==> src/rtl/sensor_debounce.sv <==
// Debounce front end for the 3-bit water-level sensor: 2-flop synchroniser, stability counter, change strobes.
// Define SENSOR_DEBOUNCE_GLITCH_CNT_EN to add the saturating rejected-candidate counter on glitch_cnt.
module sensor_debounce #(
    parameter int unsigned STABLE_CYCLES = 16,
    parameter int unsigned GLITCH_W      = 8
) (
    input  logic       clk,
    input  logic       rst,
    input  logic [2:0] sensor_raw,
    output logic       p,
    output logic       q,
    output logic       r,
    output logic [2:0] sensor,
    output logic       change,
    output logic       level_up
`ifdef SENSOR_DEBOUNCE_GLITCH_CNT_EN
    ,
    output logic [GLITCH_W-1:0] glitch_cnt
`endif
);

    if (STABLE_CYCLES < 2 || STABLE_CYCLES > 255 || GLITCH_W < 1) begin : g_bad_params
        $error("sensor_debounce: STABLE_CYCLES must be 2..255 and GLITCH_W >= 1");
    end

    localparam logic [7:0] STABLE_LIMIT = 8'(STABLE_CYCLES);

    typedef enum logic {
        ST_STABLE = 1'b0,
        ST_CHECK  = 1'b1
    } state_e;

    state_e     state_q, state_d;
    logic [2:0] s1_q, s2_q;
    logic [2:0] sensor_q, sensor_d;
    logic [2:0] cand_q, cand_d;
    logic [7:0] cnt_q, cnt_d;
    logic       change_q, change_d;
    logic       level_up_q, level_up_d;

    // NOTE: sequential state uses non-blocking assignments so every flop samples pre-edge values.
    always_ff @(posedge clk) begin
        if (rst) begin
            s1_q       <= '0;
            s2_q       <= '0;
            state_q    <= ST_STABLE;
            sensor_q   <= '0;
            cand_q     <= '0;
            cnt_q      <= '0;
            change_q   <= 1'b0;
            level_up_q <= 1'b0;
        end else begin
            s1_q       <= sensor_raw;
            s2_q       <= s1_q;
            state_q    <= state_d;
            sensor_q   <= sensor_d;
            cand_q     <= cand_d;
            cnt_q      <= cnt_d;
            change_q   <= change_d;
            level_up_q <= level_up_d;
        end
    end

    // NOTE: every output of this block gets a default first, so no path can infer a latch.
    always_comb begin
        state_d    = state_q;
        sensor_d   = sensor_q;
        cand_d     = cand_q;
        cnt_d      = cnt_q;
        change_d   = 1'b0;
        level_up_d = 1'b0;

        case (state_q)
            ST_STABLE: begin
                if (s2_q != sensor_q) begin
                    cand_d  = s2_q;
                    cnt_d   = 8'd1;
                    state_d = ST_CHECK;
                end
            end
            ST_CHECK: begin
                if (s2_q == cand_q) begin
                    cnt_d = cnt_q + 8'd1;
                    if (cnt_q + 8'd1 == STABLE_LIMIT) begin
                        sensor_d   = cand_q;
                        change_d   = 1'b1;
                        level_up_d = (cand_q > sensor_q);
                        state_d    = ST_STABLE;
                    end
                end else if (s2_q == sensor_q) begin
                    state_d = ST_STABLE;
                end else begin
                    cand_d = s2_q;
                    cnt_d  = 8'd1;
                end
            end
            default: state_d = ST_STABLE;
        endcase
    end

`ifdef SENSOR_DEBOUNCE_GLITCH_CNT_EN
    // Abort and restart are exactly the CHECK cycles where the sample departs from the candidate.
    logic                glitch_evt;
    logic [GLITCH_W-1:0] glitch_q;

    assign glitch_evt = (state_q == ST_CHECK) && (s2_q != cand_q);

    always_ff @(posedge clk) begin
        if (rst) begin
            glitch_q <= '0;
        end else if (glitch_evt && (glitch_q != '1)) begin
            glitch_q <= glitch_q + GLITCH_W'(1);
        end
    end

    assign glitch_cnt = glitch_q;
`endif

    assign sensor    = sensor_q;
    assign {p, q, r} = sensor_q;
    assign change    = change_q;
    assign level_up  = level_up_q;

endmodule
==> config.mk <==
export PLATFORM = sky130hd
export DESIGN_NAME = sensor_debounce
export DESIGN_NICKNAME = d
export VERILOG_FILES = /design/src/rtl/sensor_debounce.sv
export SDC_FILE = /design/constraint.sdc
export NUM_CORES = 1
export LEC_CHECK = 0
export CORE_MARGIN = 2
export CORE_UTILIZATION = 49
export DETAILED_ROUTE_END_ITERATION = 16
export GPL_TIMING_DRIVEN = 0
export HOLD_SLACK_MARGIN = 0.1
export PLACE_DENSITY_LB_ADDON = 0.1
export SYNTH_ARGS = -nofsm -noshare
export SYNTH_HDL_FRONTEND = slang
export SYNTH_SLANG_ARGS = --single-unit
==> constraint.sdc <==
create_clock -name clk -period 1.7 [get_ports clk]
set_clock_uncertainty 0.2 [all_clocks]
set_input_delay 0.51 -clock clk [delete_from_list [all_inputs] [get_ports clk]]
set_output_delay 0.51 -clock clk [all_outputs]
set_load 0.05 [all_outputs]
Yosys cells after proc, flatten, opt, wreduce, memory -nomap -nowiden:

Cells that the tools add are included.

* output and inout port bits: 8
* word-level logic and storage cells: 40
* input bits: 5
* flip-flop bits (word level): 23

* $add $sub $neg: 1
* magnitude comparators: 1
* mux-type cells: 14
* bitwise logic cells: 3
* reduce and logical (&&, ||, !) cells: 5
* eq/ne operators: 8

Operator list (number)
* 2-to-1 mux 8 bit: 3
* case mux 8 bit (2 select lines): 1
* 2-to-1 mux 3 bit: 3
* adder 8 x 1 -> 8 bit (second input constant): 1
* == test 8 x 5 -> 1 bit (second input constant): 1
* == test 3 bit: 2
* inequality test 2 bit (second input constant): 3
* case mux 3 bit (2 select lines): 1
* AND reduction 3 bit: 2
* 2-to-1 mux 1 bit: 5
* OR reduction 4 bit: 1
* greater-than comparator 3 bit: 1
* inequality test 3 bit: 1
* inequality test 3 bit (second input constant): 1
* NOT 1 bit: 3
* OR reduction 3 bit: 1
* case mux 1 bit (2 select lines): 1
* AND reduction 2 bit: 1

Longest topological paths before layout:

* depth in word-level cells: 5
* depth in mapped cells: 6
* mapped depth without buffers: 6

Worst setup path before layout:

OpenSTA, ideal clock, no wires.

* path kind: register to register
* from: register sensor_q[0], in the netlist sensor[0]
* to: register cnt_q[7]
* arrival: 1.623 ns
* data required time: 1.430 ns
* setup time: 0.070 ns
* setup slack: -0.193 ns
* clock period less this slack: 1.893 ns
* stages on the path, launching flop included: 7
* buffers on the path: 1
* path through: dfxtp_1 -> xnor2_1 -> nand3_1 -> nor2b_1 -> clkbuf_1 -> o21ai_0 -> a21oi_1

* word-level cells in the longest chain between the ends: 3
* elaborated cells between the ends (all ways): 5
* classes of those cells: 4 x eq/ne; 1 x reduce/logical

Ends and longest elaborated chain
* start: declaration: line 35 `logic [2:0] sensor_q, sensor_d;`
* start signal: assignment: line 56 `sensor_q <= sensor_d;`
* == test 3 bit or inequality test 3 bit (tied branches): line 90, 75
* inequality test 3 bit (no line) or inequality test 2 bit (tied branches)
* AND reduction 2 bit (no line) *
* end signal: assignment: line 58 `cnt_q <= cnt_d;`
* end: declaration: line 37 `logic [7:0] cnt_q, cnt_d;`

Mark *: on every way between the ends. The rest lies on a longest branch, timed or not.
A chain may end at the register's enable or synchronous reset.

Final worst setup path:

* from: register cnt_q[1]
* to: register sensor_q[2], in the netlist sensor[2]

* word-level cells in the longest chain between the ends: 3

Ends and longest elaborated chain
* adder 8 x 1 -> 8 bit: line 84 `if (cnt_q + 8'd1 == STABLE_LIMIT) begin`
* == test 8 x 5 -> 1 bit: line 84
* AND reduction 3 bit (no line)

No other way between the ends.

==> out/qor.csv <==
metric;value;unit
Flop pwr share;0.591;
RSZ-0062 raised after global routing;true;
R2R cell count;7;
Worst VDD drop;0.446;mV
Switching Share;0.257;
MaxCap Viol Count;0;
failing checks;negative setup slack;
largest area contributor in the netlist;dfxtp_1;
drt drc;0;
status;finished, violations left;
Net Count, Synth;137;
Avg Vias per Cell;5.38;
gr usage total;0.207;
Clk pwr share;0.263;
clk buf depth;2;
Initial Util;0.521;
Final Cycle Share;1.05;
Die W;52.5;um
async set-or-reset flop fraction in the synthesized netlist;0;
# IOs;13;
Routed WL;2.67;mm
nets@finish;167;
antenna violations before repair;0;
Comb power frac;0.147;
Worst R2R Start;cnt_q[1];
vias in the first global route;883;
crit path kind;reg -> reg;
Worst Max-Slew Pin Slew;356;ps
setup tns final;-273;ps
sequential cell area fraction in the yosys report;0.400;
number of flops mapped to enable cells by yosys;0;
worst hold path stage count;1;
Routed Antenna Nets;0;
HP Start;s1_q[0];
RD Place Congestion;0.744;
WP data required;1740;ps
Layout Cells excl Fill;184;
Clock Latency Late Sink;310;ps
worst hold slack;245;ps
CP Capture Type;register;
Slew Viols, Final;0;
largest net degree at the start of global routing;13;
wire per inst;14.5;um
slowest cell on the critical path;dfxtp_4;
fillers;159;
routed vias;990;
Setup Viol. Count Final;5;
# H-tree levels;1;
Worst Setup SP;cnt_q[1];
Worst setup SP type;register;
Final Critical Period;1780;ps
fin worst setup slack;-84.0;ps
Static Leak;0.594;nW
CTS Buf Count;3;
CP Max Fanout;6;
hold_buf cts;0;
P_sw;0.244;mW
Post-Route Utilization;0.744;
area added between synthesis and finish;42.8;%
first-pass GRT wire length;4.05;mm
Clock Pin Slew Worst Setup and Hold Paths;130;ps
Core Box Area;2210;um2
# clock sinks;23;
Remaining Overflow, GRT;0;
Initial DRC Count;13;
Rel. slew slack;0.762;
DR pass1 iterations;4;
post-synth top area share;0.400;
Antenna Cells;0;
CP max stage delay;390;ps
Synth Register Bits;23;
Chip Height;52.5;um
synthesized area per cell;9.07;um2
row count;17;
area of the multi-input gates;781;um2
CTS tree;yes;
area of the die;2760;um2
layout cells sized above 1;0.455;
Distinct cells, synth;36;
Synth Warn #;0;
cell count after synthesis;127;
# placed instances;167;
Synth area leaders;dfxtp_1, ha_1, xnor2_1;
Internal;0.707;mW
final hold vios;0;
most used flip-flop cell after synthesis;dfxtp_1;
min-delay worst type;reg -> reg;
Crit path arrival time;1820;ps
hpwl dp;1.58;mm
Reg area;500;um2
Cell Pwr Density;578;nW/um2
fmax;561;MHz
Netlist Area Pre-Place;1150;um2
crit-path cells;ha_4, and3_4, xnor2_4, nor3_4, buf_6, nand4_1, a21oi_2;
clock root cell;clkbuf_4;
# port buffers;12;
[routing by layer]
| layer | vias to the layer above | global-route usage | part of all wire |
|---|---|---|---|
| met5 | - | 0 | 0 |
| met1 | 471 | 0.279 | 0.45 |
| met4 | 0 | 0.0769 | 0.0064 |
| met2 | 14 | 0.319 | 0.51 |
| li1 | 503 | - | - |
| met3 | 2 | 0.0514 | 0.025 |
[flip-flops by register name, indices dropped and copies added (netlist names)]
| name | count |
|---|---|
| cand_q | 3 |
| change | 1 |
| cnt_q | 8 |
| level_up | 1 |
| s1_q | 3 |
| s2_q | 3 |
| sensor | 3 |
| state_q | 1 |
[per-stage QoR]
stage          total power [mW]  cell area (um2)  worst slack (ps)
6_report                  0.951             1650             -84.0
5_1_grt                    1.00             1650              -130
3_3_place_gp              0.669             1360              -258
2_1_floorplan             0.642             1200              3.48
4_1_cts                   0.947             1500             -87.7
3_5_place_dp              0.672             1360              -267
[power groups by stage]
stage	Clock, mW	Combinational [mW]	Sequential (mW)
floorplan	0	0.0625	0.579
global placement	0	0.0865	0.582
detailed placement	0	0.0897	0.582
CTS	0.265	0.116	0.566
global route	0.287	0.151	0.564
finish	0.250	0.139	0.562
[cells in the mapped netlist (2+ instances only)]
cell and number:
or3b_1 2, xnor2_1 7, nand3_1 5, nor2b_1 9, a31o_1 3, dfxtp_1 23, nor2_1 15, buf_4 4
inv_1 6, a21oi_2 3, or3_1 2, mux2i_1 2, nor3_1 2, o21ai_0 6, a21oi_1 9, buf_2 2
nand4_1 4, ha_1 5
[final timing paths]
kind / slack, ps / endpoint
worst max-delay path: -80 / sensor[2]
worst min-delay path: 240 / s2_q[0]
worst max register to register: -80 / sensor[2]
worst min register to register: 240 / s2_q[0]
[timing repair]
action | CTS | global route
gates cloned | 0 | 1
pin swaps | 16 | 16
endpoints found under the setup margin | 22 | 17
setup buffers | 8 | 6
gates resized for setup | 65 | 27
endpoints found under the hold margin | 0 | 0
[cells by family (layout without fill, tap and decap cells)]
logic type	after synthesis	count (layout)	synth area share
AO/OA/AOI/OAI	27	27	0.155
XOR/XNOR	8	8	0.0608
adder cells (fa/ha/maj)	5	5	0.0543
buffers and inverters	14	42	0.0673
flip-flops	23	23	0.400
multiplexers	2	2	0.0174
AND/OR/NAND/NOR	48	49	0.245
[worst max-delay path, delay by kind of cell, from the launching register on]
family	cells	cell delay, ps
AND/OR/NAND/NOR	3	520
flip-flops	1	390
adder cells (fa/ha/maj)	1	160
AO/OA/AOI/OAI	1	160
buffers and inverters	1	150
XOR/XNOR	1	140
[cell usage in the layout, fill, tap and decap left out, types with 5 or more instances in the layout]
cell | Yosys | layout
inv_1 | 6 | 6
a21oi_1 | 9 | 8
nor2_1 | 15 | 15
nor2b_1 | 9 | 8
dfxtp_1 | 23 | 9
clkbuf_4 | 0 | 6
buf_4 | 4 | 15
dfxtp_4 | 0 | 9
dfxtp_2 | 0 | 5
[final cells by class]
cell class / count / area share
Sequential cell: 23 / 0.304
Tap cell: 28 / 0.0213
Inverter: 6 / 0.0137
Clock buffer: 4 / 0.0160
Timing Repair Buffer: 26 / 0.138
Buffer: 6 / 0.0327
Multi-Input combinational cell: 91 / 0.475
Power figures use the tool's default switching activity.
